$ cat src/rtl/hazard_pkg.sv
`default_nettype none
// ============================================================================
// hazard_pkg : forwarding-select encodings and stall-reason enum.   rev 1.0
// ============================================================================
package hazard_pkg;

  localparam logic [1:0] FWD_RF  = 2'b00;
  localparam logic [1:0] FWD_MEM = 2'b01;
  localparam logic [1:0] FWD_WB  = 2'b10;

  typedef enum logic [2:0] {
    STALL_NONE     = 3'd0,
    STALL_LOAD_USE = 3'd1,
    STALL_RAW      = 3'd2,
    STALL_WAW      = 3'd3,
    STALL_STRUCT   = 3'd4
  } stall_reason_e;

endpackage
`default_nettype wire

$ cat src/rtl/hazard_sb_if.sv
`default_nettype none
// ============================================================================
// hazard_sb_if : pipeline <-> hazard unit signal bundle.            rev 1.0
// ============================================================================
interface hazard_sb_if #(
  parameter int REGS  = 32,
  parameter int CNT_W = 16
);
  import hazard_pkg::*;

  localparam int RA_W = $clog2(REGS);

  logic            MEM_rd_reg_write;
  logic            WB_rd_reg_write;
  logic [RA_W-1:0] EXEC_rs1;
  logic [RA_W-1:0] EXEC_rs2;
  logic [RA_W-1:0] MEM_rd;
  logic [RA_W-1:0] WB_rd;
  logic            FETCH_valid;
  logic [RA_W-1:0] FETCH_rs1;
  logic [RA_W-1:0] FETCH_rs2;
  logic [RA_W-1:0] FETCH_rd;
  logic            FETCH_rd_write;
  logic            FETCH_mc;
  logic [RA_W-1:0] EXEC_rd;
  logic            EXEC_mem2reg;
  logic            BRA;
  logic            JMP;
  logic            MC_issue;
  logic            MC_done;
  logic [RA_W-1:0] MC_rd;

  logic [1:0]      FWD_rs1;
  logic [1:0]      FWD_rs2;
  logic            FWD_rs1_fetch;
  logic            FWD_rs2_fetch;
  logic            FETCH_stall;
  logic            EXEC_stall;
  logic            EXEC_flush;
  logic            MEM_flush;
  logic            MC_full;
  logic [CNT_W-1:0] STALL_CNT;
  stall_reason_e   STALL_REASON;

  modport master (
    output MEM_rd_reg_write, WB_rd_reg_write, EXEC_rs1, EXEC_rs2, MEM_rd, WB_rd,
           FETCH_valid, FETCH_rs1, FETCH_rs2, FETCH_rd, FETCH_rd_write, FETCH_mc,
           EXEC_rd, EXEC_mem2reg, BRA, JMP, MC_issue, MC_done, MC_rd,
    input  FWD_rs1, FWD_rs2, FWD_rs1_fetch, FWD_rs2_fetch, FETCH_stall, EXEC_stall,
           EXEC_flush, MEM_flush, MC_full, STALL_CNT, STALL_REASON
  );

  modport slave (
    input  MEM_rd_reg_write, WB_rd_reg_write, EXEC_rs1, EXEC_rs2, MEM_rd, WB_rd,
           FETCH_valid, FETCH_rs1, FETCH_rs2, FETCH_rd, FETCH_rd_write, FETCH_mc,
           EXEC_rd, EXEC_mem2reg, BRA, JMP, MC_issue, MC_done, MC_rd,
    output FWD_rs1, FWD_rs2, FWD_rs1_fetch, FWD_rs2_fetch, FETCH_stall, EXEC_stall,
           EXEC_flush, MEM_flush, MC_full, STALL_CNT, STALL_REASON
  );

endinterface
`default_nettype wire

$ cat src/rtl/hazard_fwd.sv
`default_nettype none
// ============================================================================
// hazard_fwd : EXEC operand forwarding select for one source.      rev 1.0
// ============================================================================
module hazard_fwd
  import hazard_pkg::*;
#(
  parameter int RA_W = 5
) (
  input  logic [RA_W-1:0] i_rs,
  input  logic            i_mem_wr,
  input  logic [RA_W-1:0] i_mem_rd,
  input  logic            i_wb_wr,
  input  logic [RA_W-1:0] i_wb_rd,
  output logic [1:0]      o_sel
);

  always_comb begin
    o_sel = FWD_RF;
    // x0 reads as zero, so a pending write to it must never be forwarded
    if (i_rs != '0) begin
      if (i_mem_wr && (i_mem_rd == i_rs))
        o_sel = FWD_MEM;
      else if (i_wb_wr && (i_wb_rd == i_rs))
        o_sel = FWD_WB;
    end
  end

endmodule
`default_nettype wire

$ cat src/rtl/hazard_sb.sv
`default_nettype none
// ============================================================================
// hazard_sb : scoreboarded forwarding / stall / flush control.     rev 1.0
// ============================================================================
module hazard_sb
  import hazard_pkg::*;
#(
  parameter int REGS     = 32,
  parameter int MC_DEPTH = 2,
  parameter int CNT_W    = 16
) (
  input  logic      clk,
  input  logic      rst,
  hazard_sb_if.slave hz
);

  localparam int RA_W = $clog2(REGS);
  localparam int OC_W = $clog2(MC_DEPTH + 1);
  localparam logic [OC_W-1:0] C_OC_MAX = OC_W'(MC_DEPTH);

  logic [REGS-1:0]  r_sb;
  logic [REGS-1:0]  w_sb_nxt;
  logic [OC_W-1:0]  r_oc;
  logic [CNT_W-1:0] r_cnt;

  logic w_rel_rs1, w_rel_rs2, w_rel_rd;
  logic w_load_use, w_raw, w_waw, w_struct;
  logic w_stall, w_redirect, w_fetch_stall;
  stall_reason_e w_reason;

  hazard_fwd #(.RA_W(RA_W)) u_fwd_rs1 (
    .i_rs     (hz.EXEC_rs1),
    .i_mem_wr (hz.MEM_rd_reg_write),
    .i_mem_rd (hz.MEM_rd),
    .i_wb_wr  (hz.WB_rd_reg_write),
    .i_wb_rd  (hz.WB_rd),
    .o_sel    (hz.FWD_rs1)
  );

  hazard_fwd #(.RA_W(RA_W)) u_fwd_rs2 (
    .i_rs     (hz.EXEC_rs2),
    .i_mem_wr (hz.MEM_rd_reg_write),
    .i_mem_rd (hz.MEM_rd),
    .i_wb_wr  (hz.WB_rd_reg_write),
    .i_wb_rd  (hz.WB_rd),
    .o_sel    (hz.FWD_rs2)
  );

  assign hz.FWD_rs1_fetch = hz.WB_rd_reg_write && (hz.WB_rd == hz.FETCH_rs1) && (hz.WB_rd != '0);
  assign hz.FWD_rs2_fetch = hz.WB_rd_reg_write && (hz.WB_rd == hz.FETCH_rs2) && (hz.WB_rd != '0);

  // A pending bit retiring this very cycle is bypassed from the MC writeback
  assign w_rel_rs1 = hz.MC_done && (hz.MC_rd == hz.FETCH_rs1);
  assign w_rel_rs2 = hz.MC_done && (hz.MC_rd == hz.FETCH_rs2);
  assign w_rel_rd  = hz.MC_done && (hz.MC_rd == hz.FETCH_rd);

  assign w_load_use = hz.FETCH_valid && hz.EXEC_mem2reg && (hz.EXEC_rd != '0) &&
                      ((hz.EXEC_rd == hz.FETCH_rs1) || (hz.EXEC_rd == hz.FETCH_rs2));
  assign w_raw      = hz.FETCH_valid &&
                      ((r_sb[hz.FETCH_rs1] && !w_rel_rs1) || (r_sb[hz.FETCH_rs2] && !w_rel_rs2));
  assign w_waw      = hz.FETCH_valid && hz.FETCH_rd_write && r_sb[hz.FETCH_rd] && !w_rel_rd;
  assign w_struct   = hz.FETCH_valid && hz.FETCH_mc && (r_oc == C_OC_MAX) && !hz.MC_done;

  assign w_stall       = w_load_use | w_raw | w_waw | w_struct;
  assign w_redirect    = hz.BRA | hz.JMP;
  assign w_fetch_stall = w_stall & ~w_redirect;

  assign hz.FETCH_stall = w_fetch_stall;
  assign hz.EXEC_flush  = w_redirect | w_stall;
  assign hz.MEM_flush   = w_redirect;
  assign hz.EXEC_stall  = 1'b0;
  assign hz.MC_full     = (r_oc == C_OC_MAX);
  assign hz.STALL_CNT   = r_cnt;

  always_comb begin
    w_reason = STALL_NONE;
    if (w_load_use)    w_reason = STALL_LOAD_USE;
    else if (w_raw)    w_reason = STALL_RAW;
    else if (w_waw)    w_reason = STALL_WAW;
    else if (w_struct) w_reason = STALL_STRUCT;
  end
  assign hz.STALL_REASON = w_reason;

  // Set is applied after clear so back-to-back reuse of a register stays pending
  always_comb begin
    w_sb_nxt = r_sb;
    if (hz.MC_done)  w_sb_nxt[hz.MC_rd]   = 1'b0;
    if (hz.MC_issue) w_sb_nxt[hz.EXEC_rd] = 1'b1;
    w_sb_nxt[0] = 1'b0;
  end

  always_ff @(posedge clk) begin
    if (rst) begin
      r_sb  <= '0;
      r_oc  <= '0;
      r_cnt <= '0;
    end else begin
      r_sb <= w_sb_nxt;
      if (hz.MC_issue && !hz.MC_done && (r_oc != C_OC_MAX))
        r_oc <= r_oc + OC_W'(1);
      else if (hz.MC_done && !hz.MC_issue && (r_oc != '0))
        r_oc <= r_oc - OC_W'(1);
      if (w_fetch_stall && (r_cnt != '1))
        r_cnt <= r_cnt + CNT_W'(1);
    end
  end

  a_issue_when_full: assert property (@(posedge clk) disable iff (rst)
    !(hz.MC_issue && !hz.MC_done && (r_oc == C_OC_MAX)))
    else $error("hazard_sb: MC_issue with outstanding counter at MC_DEPTH");

  a_done_when_empty: assert property (@(posedge clk) disable iff (rst)
    !(hz.MC_done && !hz.MC_issue && (r_oc == '0)))
    else $error("hazard_sb: MC_done with no outstanding op");

endmodule
`default_nettype wire

$ cat src/flat_wrapper.sv
// flat-port wrapper written by rule: the top's interface ports become plain ports
module hazard_sb_flat import hazard_pkg::*;
#(
  parameter int REGS     = 32,
  parameter int MC_DEPTH = 2,
  parameter int CNT_W    = 16
)
  (clk, rst, hz_MEM_rd_reg_write, hz_WB_rd_reg_write, hz_EXEC_rs1, hz_EXEC_rs2, hz_MEM_rd, hz_WB_rd, hz_FETCH_valid, hz_FETCH_rs1, hz_FETCH_rs2, hz_FETCH_rd, hz_FETCH_rd_write, hz_FETCH_mc, hz_EXEC_rd, hz_EXEC_mem2reg, hz_BRA, hz_JMP, hz_MC_issue, hz_MC_done, hz_MC_rd, hz_FWD_rs1, hz_FWD_rs2, hz_FWD_rs1_fetch, hz_FWD_rs2_fetch, hz_FETCH_stall, hz_EXEC_stall, hz_EXEC_flush, hz_MEM_flush, hz_MC_full, hz_STALL_CNT, hz_STALL_REASON);
  hazard_sb_if #(.REGS(REGS), .CNT_W(CNT_W)) hz_i ();
  input  logic clk;
  input  logic rst;
  input wire logic [$bits(hz_i.MEM_rd_reg_write)-1:0] hz_MEM_rd_reg_write;
  input wire logic [$bits(hz_i.WB_rd_reg_write)-1:0] hz_WB_rd_reg_write;
  input wire logic [$bits(hz_i.EXEC_rs1)-1:0] hz_EXEC_rs1;
  input wire logic [$bits(hz_i.EXEC_rs2)-1:0] hz_EXEC_rs2;
  input wire logic [$bits(hz_i.MEM_rd)-1:0] hz_MEM_rd;
  input wire logic [$bits(hz_i.WB_rd)-1:0] hz_WB_rd;
  input wire logic [$bits(hz_i.FETCH_valid)-1:0] hz_FETCH_valid;
  input wire logic [$bits(hz_i.FETCH_rs1)-1:0] hz_FETCH_rs1;
  input wire logic [$bits(hz_i.FETCH_rs2)-1:0] hz_FETCH_rs2;
  input wire logic [$bits(hz_i.FETCH_rd)-1:0] hz_FETCH_rd;
  input wire logic [$bits(hz_i.FETCH_rd_write)-1:0] hz_FETCH_rd_write;
  input wire logic [$bits(hz_i.FETCH_mc)-1:0] hz_FETCH_mc;
  input wire logic [$bits(hz_i.EXEC_rd)-1:0] hz_EXEC_rd;
  input wire logic [$bits(hz_i.EXEC_mem2reg)-1:0] hz_EXEC_mem2reg;
  input wire logic [$bits(hz_i.BRA)-1:0] hz_BRA;
  input wire logic [$bits(hz_i.JMP)-1:0] hz_JMP;
  input wire logic [$bits(hz_i.MC_issue)-1:0] hz_MC_issue;
  input wire logic [$bits(hz_i.MC_done)-1:0] hz_MC_done;
  input wire logic [$bits(hz_i.MC_rd)-1:0] hz_MC_rd;
  output wire logic [$bits(hz_i.FWD_rs1)-1:0] hz_FWD_rs1;
  output wire logic [$bits(hz_i.FWD_rs2)-1:0] hz_FWD_rs2;
  output wire logic [$bits(hz_i.FWD_rs1_fetch)-1:0] hz_FWD_rs1_fetch;
  output wire logic [$bits(hz_i.FWD_rs2_fetch)-1:0] hz_FWD_rs2_fetch;
  output wire logic [$bits(hz_i.FETCH_stall)-1:0] hz_FETCH_stall;
  output wire logic [$bits(hz_i.EXEC_stall)-1:0] hz_EXEC_stall;
  output wire logic [$bits(hz_i.EXEC_flush)-1:0] hz_EXEC_flush;
  output wire logic [$bits(hz_i.MEM_flush)-1:0] hz_MEM_flush;
  output wire logic [$bits(hz_i.MC_full)-1:0] hz_MC_full;
  output wire logic [$bits(hz_i.STALL_CNT)-1:0] hz_STALL_CNT;
  output wire logic [$bits(hz_i.STALL_REASON)-1:0] hz_STALL_REASON;
  assign hz_i.MEM_rd_reg_write = hz_MEM_rd_reg_write;
  assign hz_i.WB_rd_reg_write = hz_WB_rd_reg_write;
  assign hz_i.EXEC_rs1 = hz_EXEC_rs1;
  assign hz_i.EXEC_rs2 = hz_EXEC_rs2;
  assign hz_i.MEM_rd = hz_MEM_rd;
  assign hz_i.WB_rd = hz_WB_rd;
  assign hz_i.FETCH_valid = hz_FETCH_valid;
  assign hz_i.FETCH_rs1 = hz_FETCH_rs1;
  assign hz_i.FETCH_rs2 = hz_FETCH_rs2;
  assign hz_i.FETCH_rd = hz_FETCH_rd;
  assign hz_i.FETCH_rd_write = hz_FETCH_rd_write;
  assign hz_i.FETCH_mc = hz_FETCH_mc;
  assign hz_i.EXEC_rd = hz_EXEC_rd;
  assign hz_i.EXEC_mem2reg = hz_EXEC_mem2reg;
  assign hz_i.BRA = hz_BRA;
  assign hz_i.JMP = hz_JMP;
  assign hz_i.MC_issue = hz_MC_issue;
  assign hz_i.MC_done = hz_MC_done;
  assign hz_i.MC_rd = hz_MC_rd;
  assign hz_FWD_rs1 = hz_i.FWD_rs1;
  assign hz_FWD_rs2 = hz_i.FWD_rs2;
  assign hz_FWD_rs1_fetch = hz_i.FWD_rs1_fetch;
  assign hz_FWD_rs2_fetch = hz_i.FWD_rs2_fetch;
  assign hz_FETCH_stall = hz_i.FETCH_stall;
  assign hz_EXEC_stall = hz_i.EXEC_stall;
  assign hz_EXEC_flush = hz_i.EXEC_flush;
  assign hz_MEM_flush = hz_i.MEM_flush;
  assign hz_MC_full = hz_i.MC_full;
  assign hz_STALL_CNT = hz_i.STALL_CNT;
  assign hz_STALL_REASON = hz_i.STALL_REASON;
  hazard_sb #(.REGS(REGS), .MC_DEPTH(MC_DEPTH), .CNT_W(CNT_W)) u_core (.clk(clk), .rst(rst), .hz(hz_i));
endmodule
$ cat config.mk
export PLATFORM = sky130hd
export DESIGN_NAME = hazard_sb_flat
export DESIGN_NICKNAME = d
export VERILOG_FILES = /design/src/rtl/hazard_pkg.sv /design/src/rtl/hazard_sb_if.sv /design/src/rtl/hazard_fwd.sv /design/src/rtl/hazard_sb.sv /design/src/flat_wrapper.sv
export SDC_FILE = /design/constraint.sdc
export NUM_CORES = 1
export LEC_CHECK = 0
export CAP_MARGIN = 20
export CORE_ASPECT_RATIO = 2
export CORE_MARGIN = 2
export CORE_UTILIZATION = 55
export DETAILED_ROUTE_END_ITERATION = 16
export PLACE_DENSITY = 0.84
export SYNTH_ARGS = -nofsm -noshare
export SYNTH_HDL_FRONTEND = slang
export SYNTH_HIERARCHICAL = 1
export SYNTH_SLANG_ARGS = --single-unit
$ cat constraint.sdc
create_clock -name clk -period 5.6 [get_ports clk]
set_input_delay 1.12 -clock clk [delete_from_list [all_inputs] [get_ports clk]]
set_output_delay 1.12 -clock clk [all_outputs]
set_load 0.02 [all_outputs]
==> run metrics <==
HP Class=reg -> reg; GP Congestion=1.11; setup bufs post-CTS=0; M2 GR Usage=67.8%; number of synthesized flops with an enable pin=0; Worst Hold Path Cells=2; Via Count=4201; Yosys top cell area share=between 20% and 30%; Slew headroom=29.5%; initial antenna violation count=0; top post-synthesis cells by count=nand2_1 (53), dfxtp_1 (49), a21oi_1 (45); outcome=completed; CP Data Arrival Time=roughly 4.2 ns; total CTS buffers=5; post-synthesis sequential area ratio=25.3%; post-route clock period utilization=94.8%; dominant cells by area after synthesis=dfxtp_1 (25%), mux4_2 (8.7%), xnor2_1 (7.0%); core footprint=~6900 sq um; layout cells sized above 1=under 10%; hold buffers post-CTS=0; DR WL/cell=between 20 and 25 um; maxcap violations=0; Clock Sinks=49; post-place setup slack=0.332 ns; htree depth=2; syn_nets=535; area taken by multi-input logic gates=2700 sq um; vias in the first global route=4306; Layout Nets=around 610; Leakage=1.67 nW; synthesized flop and latch total=49; crit path launch type=input pin; first drt pass iteration count=4; syn_area_per_cell=just over 8 sq um; num rows=43; count leader, synth=nand2_1; R2R depth=8; worst-path fanout max=7; Cell variety after synth=52; Fill cells=580; WS Path Type=in -> out; setup TNS=0 ns; global-route wire length before repair=around 22 mm; P&R area growth vs syn=27.9%; met3 usage=7.33%; final slew viol count=0; die height=123 um; Max Freq=188 MHz; Initial Util=between 50% and 60%; Fin Clk Skew=0.00778 ns; DRT iter0 DRCs=about 320; Critical Path Sink Type=output pin; post_cts resized=0; CTS clk-pin slew, worst paths=0.06 ns; GRT Total Usage=37.2%; CTS Buffer Depth=2; gr busiest metal=met2; Vias/cell=6.57; HPWL Detailed=10.6 mm; Die Wd=about 63 um; Worst VDD drop=298 uV; met1 global-route usage=31.9%; RSZ-0062 raised after global routing=false; root buf cell=clkbuf_16; total wire length=14.0 mm; TritonCTS clock tree=done; largest net degree at the start of global routing=31; Post-DRT Antenna Nets=0; worst slew pin tran=1.05 ns; Setup WS post-layout=0.291 ns; drt drc=0; IO Pins=a little under 90; die area=a little under 8000 sq um; post-synthesis cell area=3870 sq um; Final Hold Fails=0; gr ovfl total=0; later-pin clock latency in the skew report=around 0.30 ns; Final Setup Violations=0; register area=981 sq um; cells after synthesis=roughly 480; WP data required=around 4.5 ns; Final min period=5.31 ns; Ys Warns=6; Post-synth top flop=dfxtp_1; pwr dens=189 nW/um^2; Yosys top cell by area=dfxtp_1; Async SR Flop Fraction=0%; I/O Buffers=85; # diodes=0
cell families after synthesis:
family | Yosys count | synth area share, %
flip-flops | 49 | 25.3
adder cells (fa/ha/maj) | 1 | 0.323
XOR/XNOR | 56 | 12.7
multiplexers | 36 | 14.6
buffers and inverters | 41 | 4.91
AO/OA/AOI/OAI | 113 | 17.1
AND/OR/NAND/NOR | 180 | 24.9
other | 1 | 0.0969
flip-flops by register name (all words and copies together), names as in the netlist:
signal / count
u_core/r_sb: 31
u_core/r_oc: 2
u_core/hz.STALL_CNT: 16
layout make-up:
class                      count  area share [%]
timing repair buffer         100            19.5
multi-input combinational    387            54.5
inverter                       5           0.379
sequential                    49            19.8
tap                           90            2.27
clock buffer                   6            2.81
clock inverter                 2           0.758
through the flow:
step	utilization [%]	power (mW)	std cells	area, sq um	hold slack, ns
CTS	71.9	0.929	639	4950	0.507
global placement	69.3	0.574	631	4770	0.485
floorplan	-	0.487	477	3870	0.470
finish	71.9	0.934	639	4950	0.503
detailed placement	69.3	0.579	631	4770	0.499
global route	71.9	0.958	639	4950	0.550
worst max-delay path, stage by stage:
cell and delay [ns]:
clkdlybuf4s50_1 0.72, mux4_2 0.55, a221oi_1 0.31, a21oi_1 0.10, o211ai_2 0.28, o2111ai_4 0.23, nor2_1 0.26, nand2_1 0.08
clkdlybuf4s50_1 0.55
placed cells by master (no fill, tap or decap), drive strengths merged, types with 9 or more instances in the layout:
master / Yosys / routed
xor2: 25 / 25
a21oi: 45 / 45
clkdlybuf4s50: 0 / 85
or3: 9 / 9
mux2i: 18 / 18
nand2: 53 / 53
nor2: 19 / 19
dfxtp: 49 / 49
nor2b: 15 / 15
nand3: 24 / 24
buf: 12 / 15
xnor2: 31 / 31
o21ai: 45 / 45
mux4: 16 / 16
routing by layer:
layer / vias up / share of wire, %
met4: 0 / 11
li1: 1867 / -
met1: 1968 / 30
met2: 256 / 52
met5: - / 0
met3: 110 / 6.8
path summary, 6_finish.rpt:
check	startpoint	end	slack (ns)
setup reg to reg	u_core/r_sb[8]	u_core/hz.STALL_CNT[1]	2.83
hold reg to reg	u_core/hz.STALL_CNT[10]	u_core/hz.STALL_CNT[10]	0.50
setup / recovery	hz_FETCH_rs2[0]	hz_EXEC_flush	0.29
hold / removal	u_core/hz.STALL_CNT[10]	u_core/hz.STALL_CNT[10]	0.50
power breakdown:
part / internal (mW) / switching, mW / total, mW
clock network: 0.223 / 0.133 / 0.356
logic: 0.102 / 0.118 / 0.220
registers: 0.353 / 0.00582 / 0.358
Power figures use the tool's default switching activity.
